### src/rtl/dn_bus_arbiter_pkg.sv
// Shared types and default sizing for the ladybug download-port arbiter.
package ladybug_pkg;

    localparam int DEF_ADDR_W   = 16;
    localparam int DEF_RST_HOLD = 256;
    localparam int DEF_IOCTL_AW = 25;
    localparam int CNT_W        = 16;

    typedef enum logic [1:0] {
        HOLD,
        DL,
        RUN,
        HS
    } arb_state_t;

endpackage

### src/rtl/dn_bus_arbiter_if.sv
// Download-port bus: ioctl and hiscore requesters in, granted write port out.
// slave is the arbiter's view; master is the requester/core side.
interface dn_bus_arbiter_if
    import ladybug_pkg::*;
#(
    parameter int ADDR_W   = DEF_ADDR_W,
    parameter int IOCTL_AW = DEF_IOCTL_AW
);

    logic                ioctl_download;
    logic                ioctl_wr;
    logic [IOCTL_AW-1:0] ioctl_addr;
    logic [7:0]          ioctl_dout;

    logic                hs_req;
    logic [ADDR_W-1:0]   hs_addr;
    logic [7:0]          hs_data;
    logic                hs_wr;
    logic                hs_gnt;

    logic [ADDR_W-1:0]   dn_addr;
    logic [7:0]          dn_data;
    logic                dn_wr;

    modport slave (
        input  ioctl_download, ioctl_wr, ioctl_addr, ioctl_dout,
        input  hs_req, hs_addr, hs_data, hs_wr,
        output hs_gnt,
        output dn_addr, dn_data, dn_wr
    );

    modport master (
        output ioctl_download, ioctl_wr, ioctl_addr, ioctl_dout,
        output hs_req, hs_addr, hs_data, hs_wr,
        input  hs_gnt,
        input  dn_addr, dn_data, dn_wr
    );

endinterface

### src/rtl/dn_bus_arbiter_reset_stretch.sv
// Settle-window counter: counts enabled cycles and flags the last one of RST_HOLD.
module reset_stretch
    import ladybug_pkg::*;
#(
    parameter int RST_HOLD = DEF_RST_HOLD
) (
    input  logic clk_sys,
    input  logic reset,
    input  logic en,
    input  logic clr,
    output logic done
);

    localparam logic [CNT_W-1:0] LAST = CNT_W'(RST_HOLD - 1);

    logic [CNT_W-1:0] cnt;

    always_ff @(posedge clk_sys) begin
        if (reset || clr) begin
            cnt <= '0;
        end else if (en) begin
            cnt <= cnt + 1'b1;
        end
    end

    assign done = en && (cnt == LAST);

endmodule

### src/rtl/dn_bus_arbiter.sv
// Shares the core download write port between HPS ioctl and the hiscore engine,
// and sequences core reset / pause around those transfers.
module dn_bus_arbiter
    import ladybug_pkg::*;
#(
    parameter int ADDR_W   = DEF_ADDR_W,
    parameter int RST_HOLD = DEF_RST_HOLD,
    parameter int IOCTL_AW = DEF_IOCTL_AW
) (
    input  logic             clk_sys,
    input  logic             reset,
    dn_bus_arbiter_if.slave  bus,
    output logic             core_reset,
    output logic             core_pause,
    output logic             addr_ovf
);

    arb_state_t state;
    logic       hold_done;
    logic       ioctl_in_range;

    assign ioctl_in_range = (bus.ioctl_addr[IOCTL_AW-1:ADDR_W] == '0);

    // Counter only runs in HOLD; it is zeroed everywhere else and on a new download.
    reset_stretch #(
        .RST_HOLD (RST_HOLD)
    ) u_reset_stretch (
        .clk_sys (clk_sys),
        .reset   (reset),
        .en      (state == HOLD),
        .clr     ((state != HOLD) || bus.ioctl_download),
        .done    (hold_done)
    );

    // Outputs are updated on the same edge as the state change they belong to.
    always_ff @(posedge clk_sys) begin
        if (reset) begin
            state       <= HOLD;
            core_reset  <= 1'b1;
            core_pause  <= 1'b0;
            addr_ovf    <= 1'b0;
            bus.hs_gnt  <= 1'b0;
            bus.dn_wr   <= 1'b0;
            bus.dn_addr <= '0;
            bus.dn_data <= '0;
        end else begin
            bus.dn_wr <= 1'b0;
            unique case (state)
                HOLD: begin
                    if (bus.ioctl_download) begin
                        state    <= DL;
                        addr_ovf <= 1'b0;
                    end else if (hold_done) begin
                        state      <= RUN;
                        core_reset <= 1'b0;
                    end
                end
                DL: begin
                    if (bus.ioctl_wr) begin
                        if (ioctl_in_range) begin
                            bus.dn_wr   <= 1'b1;
                            bus.dn_addr <= bus.ioctl_addr[ADDR_W-1:0];
                            bus.dn_data <= bus.ioctl_dout;
                        end else begin
                            addr_ovf <= 1'b1;
                        end
                    end
                    if (!bus.ioctl_download) begin
                        state <= HOLD;
                    end
                end
                RUN: begin
                    if (bus.ioctl_download) begin
                        state      <= DL;
                        core_reset <= 1'b1;
                        addr_ovf   <= 1'b0;
                    end else if (bus.hs_req) begin
                        state      <= HS;
                        bus.hs_gnt <= 1'b1;
                        core_pause <= 1'b1;
                    end
                end
                HS: begin
                    // A download pre-empts the hiscore engine and drops its pending write.
                    if (bus.ioctl_download) begin
                        state      <= DL;
                        core_reset <= 1'b1;
                        addr_ovf   <= 1'b0;
                        bus.hs_gnt <= 1'b0;
                        core_pause <= 1'b0;
                    end else begin
                        if (bus.hs_wr) begin
                            bus.dn_wr   <= 1'b1;
                            bus.dn_addr <= bus.hs_addr;
                            bus.dn_data <= bus.hs_data;
                        end
                        if (!bus.hs_req) begin
                            state      <= RUN;
                            bus.hs_gnt <= 1'b0;
                            core_pause <= 1'b0;
                        end
                    end
                end
                default: begin
                    state      <= HOLD;
                    core_reset <= 1'b1;
                    core_pause <= 1'b0;
                    bus.hs_gnt <= 1'b0;
                end
            endcase
        end
    end

endmodule

### src/flat_wrapper.sv
// flat-port wrapper written by rule: the top's interface ports become plain ports
module dn_bus_arbiter_flat import ladybug_pkg::*;
#(
    parameter int ADDR_W   = DEF_ADDR_W,
    parameter int RST_HOLD = DEF_RST_HOLD,
    parameter int IOCTL_AW = DEF_IOCTL_AW
)
  (clk_sys, reset, core_reset, core_pause, addr_ovf, bus_ioctl_download, bus_ioctl_wr, bus_ioctl_addr, bus_ioctl_dout, bus_hs_req, bus_hs_addr, bus_hs_data, bus_hs_wr, bus_hs_gnt, bus_dn_addr, bus_dn_data, bus_dn_wr);
  dn_bus_arbiter_if #(.ADDR_W(ADDR_W), .IOCTL_AW(IOCTL_AW)) bus_i ();
  input  logic clk_sys;
  input  logic reset;
  output logic core_reset;
  output logic core_pause;
  output logic addr_ovf;
  input wire logic [$bits(bus_i.ioctl_download)-1:0] bus_ioctl_download;
  input wire logic [$bits(bus_i.ioctl_wr)-1:0] bus_ioctl_wr;
  input wire logic [$bits(bus_i.ioctl_addr)-1:0] bus_ioctl_addr;
  input wire logic [$bits(bus_i.ioctl_dout)-1:0] bus_ioctl_dout;
  input wire logic [$bits(bus_i.hs_req)-1:0] bus_hs_req;
  input wire logic [$bits(bus_i.hs_addr)-1:0] bus_hs_addr;
  input wire logic [$bits(bus_i.hs_data)-1:0] bus_hs_data;
  input wire logic [$bits(bus_i.hs_wr)-1:0] bus_hs_wr;
  output wire logic [$bits(bus_i.hs_gnt)-1:0] bus_hs_gnt;
  output wire logic [$bits(bus_i.dn_addr)-1:0] bus_dn_addr;
  output wire logic [$bits(bus_i.dn_data)-1:0] bus_dn_data;
  output wire logic [$bits(bus_i.dn_wr)-1:0] bus_dn_wr;
  assign bus_i.ioctl_download = bus_ioctl_download;
  assign bus_i.ioctl_wr = bus_ioctl_wr;
  assign bus_i.ioctl_addr = bus_ioctl_addr;
  assign bus_i.ioctl_dout = bus_ioctl_dout;
  assign bus_i.hs_req = bus_hs_req;
  assign bus_i.hs_addr = bus_hs_addr;
  assign bus_i.hs_data = bus_hs_data;
  assign bus_i.hs_wr = bus_hs_wr;
  assign bus_hs_gnt = bus_i.hs_gnt;
  assign bus_dn_addr = bus_i.dn_addr;
  assign bus_dn_data = bus_i.dn_data;
  assign bus_dn_wr = bus_i.dn_wr;
  dn_bus_arbiter #(.ADDR_W(ADDR_W), .RST_HOLD(RST_HOLD), .IOCTL_AW(IOCTL_AW)) u_core (.clk_sys(clk_sys), .reset(reset), .bus(bus_i), .core_reset(core_reset), .core_pause(core_pause), .addr_ovf(addr_ovf));
endmodule
### config.mk
export PLATFORM = sky130hd
export DESIGN_NAME = dn_bus_arbiter_flat
export DESIGN_NICKNAME = d
export VERILOG_FILES = /design/src/rtl/dn_bus_arbiter_pkg.sv /design/src/rtl/dn_bus_arbiter_if.sv /design/src/rtl/dn_bus_arbiter_reset_stretch.sv /design/src/rtl/dn_bus_arbiter.sv /design/src/flat_wrapper.sv
export SDC_FILE = /design/constraint.sdc
export NUM_CORES = 1
export LEC_CHECK = 0
export BUFFER_PORTS_ARGS = -buffer_cell sky130_fd_sc_hd__buf_4
export CORE_AREA = 2 2 72 74
export DETAILED_ROUTE_END_ITERATION = 7
export DIE_AREA = 0 0 74 76
export HOLD_SLACK_MARGIN = 0.06
export MAX_ROUTING_LAYER = met4
export PLACE_DENSITY_LB_ADDON = 0.2
export SYNTH_ARGS = -nofsm -noshare
export SYNTH_HDL_FRONTEND = slang
export SYNTH_SLANG_ARGS = --single-unit
### constraint.sdc
create_clock -name clk_sys -period 2.65 [get_ports clk_sys]
set_clock_uncertainty 0.1 [all_clocks]
set_input_delay 0.1325 -clock clk_sys [delete_from_list [all_inputs] [get_ports clk_sys]]
set_output_delay 0.1325 -clock clk_sys [all_outputs]
set_load 0.005 [all_outputs]
# Yosys cells after proc, flatten, opt, wreduce, memory -nomap -nowiden
# Cells that the tools add are included.
dict set report totals {
  ff_bits 46
  in_bits 63
  output_inout_bits 29
  word_cells 80
}
dict set report classes {
  addsub 1
  n_eq_ne 19
  muxes 36
  reduce_logical 16
}
# op count
set op_table {}
lappend op_table {{16-bit 2-to-1 mux} 4}
lappend op_table {{8-bit 2-to-1 mux} 4}
lappend op_table {{16-bit one-hot mux with 2 select lines} 1}
lappend op_table {{16-bit by 1-bit adder with 16-bit output, second input constant} 1}
lappend op_table {{16-bit by 8-bit equality test with 1-bit output, second input constant} 1}
lappend op_table {{2-bit != test, second input constant} 8}
lappend op_table {{8-bit one-hot mux with 2 select lines} 1}
lappend op_table {{1-bit 2-to-1 mux} 14}
lappend op_table {{2-bit 2-to-1 mux} 7}
lappend op_table {{4-bit AND reduction} 3}
lappend op_table {{9-bit logical NOT} 1}
lappend op_table {{2-bit by 1-bit != test with 1-bit output, second input constant} 4}
lappend op_table {{1-bit one-hot mux with 2 select lines} 4}
lappend op_table {{2-bit one-hot mux with 4 select lines} 1}
lappend op_table {{2-bit nonzero test} 4}
lappend op_table {{3-bit != test, second input constant} 2}
lappend op_table {{5-bit AND reduction} 1}
lappend op_table {{2-bit equality test, second input constant} 2}
lappend op_table {{3-bit by 2-bit != test with 1-bit output, second input constant} 1}
lappend op_table {{3-bit AND reduction} 1}
lappend op_table {{3-bit OR reduction} 1}
lappend op_table {{2-bit by 1-bit equality test with 1-bit output, second input constant} 1}
lappend op_table {{2-bit logical NOT} 1}
lappend op_table {{1-bit logical OR} 2}
lappend op_table {{2 further kinds} 2}

# Longest topological paths before layout
dict set report logic_depth {
  ltp_word 5
  mapped_depth 8
  mapped_depth_nobuf 6
}

# Hierarchy
# A second synthesis with hierarchy kept.
dict set report unflattened {
  hier_cells 278
  area_unflattened_um2 2509.9
}
# module n_inst cells_per_inst area_per_inst_um2 seq_area_each_um2
set modules_own_cells {}
lappend modules_own_cells {dn_bus_arbiter 1 193 1756.7 600.6}
lappend modules_own_cells {reset_stretch 1 85 753.2 320.3}

# Worst setup path before layout
# No wires, ideal clock.
dict set report synth_path {
  kind {register to register}
  startpoint {reg u_core.state[1]}
  endpoint {reg u_core.u_reset_stretch.cnt[15]}
  setup_time_ps 123
  arrival_ps 1972
  required_ps 2427
  path_slack_ps 455
  stages_incl_launch_ff 7
  path_buffers 0
  synth_period_minus_slack_ps 2195
  cell_sequence {dfxtp_1 > inv_1 > ha_1 > nand4_4 > or3_1 > or4_1 > mux2_1}
}
dict set report synth_via {
  elab_chain_cells 3
  word_cells_on_any_way 4
  classes_between {reduce/logical: 4}
}
# item line
set synth_lines {}
lappend synth_lines {{from (decl)} dn_bus_arbiter.sv:18} ;# arb_state_t state;
lappend synth_lines {{from (signal assigned)} dn_bus_arbiter.sv:38} ;# state <= HOLD;
lappend synth_lines {{from (signal assigned)} dn_bus_arbiter.sv:51} ;# state <= DL;
lappend synth_lines {{from (signal assigned)} dn_bus_arbiter.sv:54} ;# state <= RUN;
lappend synth_lines {{2-bit nonzero test} dn_bus_arbiter.sv:31} ;# .clr ((state != HOLD) || bus.ioctl_download),
lappend synth_lines {{1-bit logical OR} dn_bus_arbiter.sv:31}
lappend synth_lines {{1-bit logical OR} dn_bus_arbiter_reset_stretch.sv:19} ;# if (reset || clr) begin
lappend synth_lines {{to (signal assigned)} dn_bus_arbiter_reset_stretch.sv:22} ;# cnt <= cnt + 1'b1;
lappend synth_lines {{to (decl)} dn_bus_arbiter_reset_stretch.sv:16} ;# logic [CNT_W-1:0] cnt;
# Parallel ways exist; a longest one is shown, timed or not.
# A chain may end at the register's enable or synchronous reset.

# Worst setup path after layout
# Same ends and word-level chain as after synthesis.

==> results by stage <==
Power:
- IR analysis of the VDD net gives a maximum drop of around 0.35 mV.
- In this run the static leakage power is 1.22 nW.
- Dividing total power by cell area gives a power density of 636 nW/um^2.

Worst setup path:
- The maximum fanout along the worst path is 7.
- For the worst setup path, the data arrival time is 2460 ps.
- The data required time at the worst endpoint is 2740 ps.
- The critical path startpoint is u_core.state[1]$_SDFFE_PP0P_.
- The critical path is of the reg -> reg type.
- The stage delay of the slowest cell on the critical path is 480 ps.
- The endpoint kind of the worst setup timing path is a flop.
- The startpoint of the worst-slack reg-to-reg timing path is u_core.state[1]$_SDFFE_PP0P_.
- Among all stages on the critical path, the largest delay is contributed by or4_1.
- STA classifies the critical path startpoint as a flop.
- The signal on the critical path passes through inv_1, ha_1, nand4_4, or3_1, or4_1, mux2_1.

GRT:
- The global-route wire length before repair is a little under 9000 um.
- In the global route stage, overall resource usage came out at 0.203.
- The number of antenna violations at the first check in global routing is 0.
- Summed over all layers, the global routing overflow is 0.
- Entering global routing, the biggest net connects 35 pins.
- The number of global-route vias before repair is 1964.

Cells and area:
- The net count of the finished layout is between 400 and 500.
- The relative area change from synthesis to final layout is 38.8%.
- In the layout the commonest cells are 95 x buf_4, 46 x dfxtp_1, 32 x a21oi_1.
- 0 antenna diodes ended up in the layout.
- Summing all flip-flop and latch instances after layout gives 921 sq um.
- The number of filler cells placed in the layout is 431.
- The most common cell after layout, fill and taps aside is buf_4.
- The area of the multi-input gates is 1220 sq um.
- Summing all non-filler instances in the final layout gives an area of 3130 sq um.
- Of the cells placed in the final design, the portion with a size suffix greater than 1 is 0.317.

Timing:
- Summed over all failing endpoints, the final setup total negative slack is 0 ps.
- Measured against its own limit, the worst slew margin works out to 0.411.
- The number of max-slew violations in the final report came to 0.
- The time the worst path needs with I/O delays and setup is 2370 ps.
- The share of the clock period used by the worst path after layout is 0.895.
- At the pin with the least slew margin, the transition time is 884 ps.
- Based on the critical path, the design can be clocked at up to 0.422 GHz.
- Setup repair after global routing left no endpoint under its margin.
- Setup violations remaining at the end of the flow were counted as 0.
- The final number of hold-violating endpoints is 0.

Clocking:
- The insertion delay to the later sink of the worst-skew pair is 300 ps.
- The clock tree synthesis step divided the H-tree into 2 levels.
- CTS saw 46 sinks.
- Post-CTS repair changed the size of 0 cells.
- The cell chosen for the clock root is clkbuf_8.
- The clock edge transition at the registers on the reported setup and hold paths is 90 ps.
- TritonCTS built the clock tree.
- The number of buffers created by CTS is 5.
- The clock passes through at most 2 buffers.

Logic synthesis:
- The flop and latch count out of synthesis is 46.
- The combined area of all synthesized cells is 2260 sq um.
- The share of the Yosys chip area taken by registers is 0.408.
- The synthesized instance count is 252.
- The number of unique standard cell types used by synthesis is just over 40.
- The leading register cell type out of synthesis is dfxtp_1.
- The number of nets produced by synthesis is 321.
- Averaged over all synthesized cells, the footprint is 8.96 sq um.
- Counting flops with a built-in enable in the synthesized netlist gives 0.
- The fraction of synthesis flops using an asynchronous set or reset pin is 0.
- For this run, the number of Yosys warnings is 0.

Floorplan:
- 92 I/O pins were placed.
- From left edge to right edge, the die measures approximately 74 um.
- The number of rows created at floorplan is 26.
- The die boundary height is 76 um.
- For this configuration, the core starts out at a cell density of 0.460.
- The area of the die is approximately 5600 sq um.
- The floorplan step defined a core boundary enclosing 4910 sq um.

Drt:
- The wire length per cell is 12.8 um.
- The first detailed-routing pass took 4 iterations.
- The via count is 2126.
- The per-cell via count in the routed design is 5.17.
- The count of unresolved DRC violations after routing is 0.
- In this run the remaining antenna-violating nets after routing total 0.
- The number of violations reported at the end of detailed-routing iteration 0 is 88.
- Summed over all layers, the routed wires come to 5270 um.

Run status:
- The flow ran to the end, and the final reports show no timing, DRC or antenna violations.

Min path:
- The worst hold path begins at bus_ioctl_dout[6].
- The type of the most critical hold path is in -> reg.

Job:
- The number of maximum-capacitance constraint violations is 0.

Placed design:
- The HPWL after detailed placement is between 3000 and 4000 um.
- The count of buffers from port buffering is 91.
- Routability-driven placement finished with a final weighted congestion of approximately 0.79.
- The placement-stage cell area is around 3000 sq um.
==> final cells by class <==
cell class,count,share of cell area
Multi-Input combinational cell,176,0.388
Sequential cell,46,0.294
Timing Repair Buffer,99,0.240
Clock buffer,8,0.0351
Tap cell,70,0.0280
Inverter,12,0.0144
==> where the power goes <==
group | switching (mW) | internal [mW] | leakage [nW]
clock network | 0.231 | 0.263 | 0.0575
logic | 0.306 | 0.332 | 0.792
registers | 0.0654 | 0.794 | 0.374
total | 0.602 | 1.39 | 1.22
==> path summary, 6_finish.rpt <==
kind	depth (start not counted)	to	slack [ps]
worst max register to register	6	u_core.u_reset_stretch.cnt[15]$_SDFFE_PP0N_	280
worst max-delay path	6	u_core.u_reset_stretch.cnt[15]$_SDFFE_PP0N_	280
worst min-delay path	3	u_core.bus.dn_data[6]$_SDFFE_PP0P_	70
worst min register to register	1	u_core.u_reset_stretch.cnt[0]$_SDFFE_PP0N_	390
==> metal layers <==
metal,GRT usage,share of wire
met3,0.0648,0.069
met5,-,0
met2,0.304,0.47
met1,0.256,0.45
met4,0.0691,0.014
==> cell families after synthesis <==
group / synth area share
muxes: 0.134
adders and majority gates: 0.0333
AOI/OAI and AO/OA: 0.191
buffers and inverters: 0.0532
DFF: 0.408
and+or+nand+nor: 0.145
xor gates and xnor gates: 0.0349
==> metrics by stage <==
stage	worst slack, ps	std cells	hold WS, ps	utilization	total power, mW
finish	278	411	71.3	0.638	1.99
global route	161	411	75.0	0.638	2.12
CTS	299	411	66.8	0.638	2.01
detailed placement	326	399	346	0.607	1.51
global placement	382	399	338	0.607	1.50
floorplan	455	252	184	-	1.22
==> worst max-delay path, delay by kind of cell, from the launching register on <==
kind / cells / cell delay, ps
and+or+nand+nor: 3 / 1050
DFF: 1 / 370
muxes: 1 / 310
adders and majority gates: 1 / 290
buffers and inverters: 1 / 130
==> what timing repair did <==
item                                   4_1_cts  5_1_grt
setup buffers                                0        0
endpoints found under the hold margin        3        0
hold buffers                                 4        0
==> cells in the mapped netlist, drive strengths merged (5+ instances only) <==
cell | instances | area [sq um]
buf | 6 | 30.0
or3 | 5 | 32.5
nor4 | 5 | 31.3
a211oi | 24 | 180
nor3 | 6 | 30.0
clkbuf | 12 | 45.0
inv | 12 | 45.0
ha | 6 | 75.1
mux2i | 28 | 280
dfxtp | 46 | 921
nor2 | 19 | 71.3
a21oi | 32 | 160
o21ai | 7 | 35.0
nand2 | 8 | 30.0
xnor2 | 6 | 52.6
==> flip-flops by register name, indices dropped and copies added (netlist names) <==
signal and count:
u_core.core_pause 1, u_core.bus.dn_wr 1, u_core.core_reset 1, u_core.state 2
u_core.u_reset_stretch.cnt 16, u_core.addr_ovf 1, u_core.bus.dn_addr 16, u_core.bus.dn_data 8
Note: power is estimated with default switching activity, not from simulation.
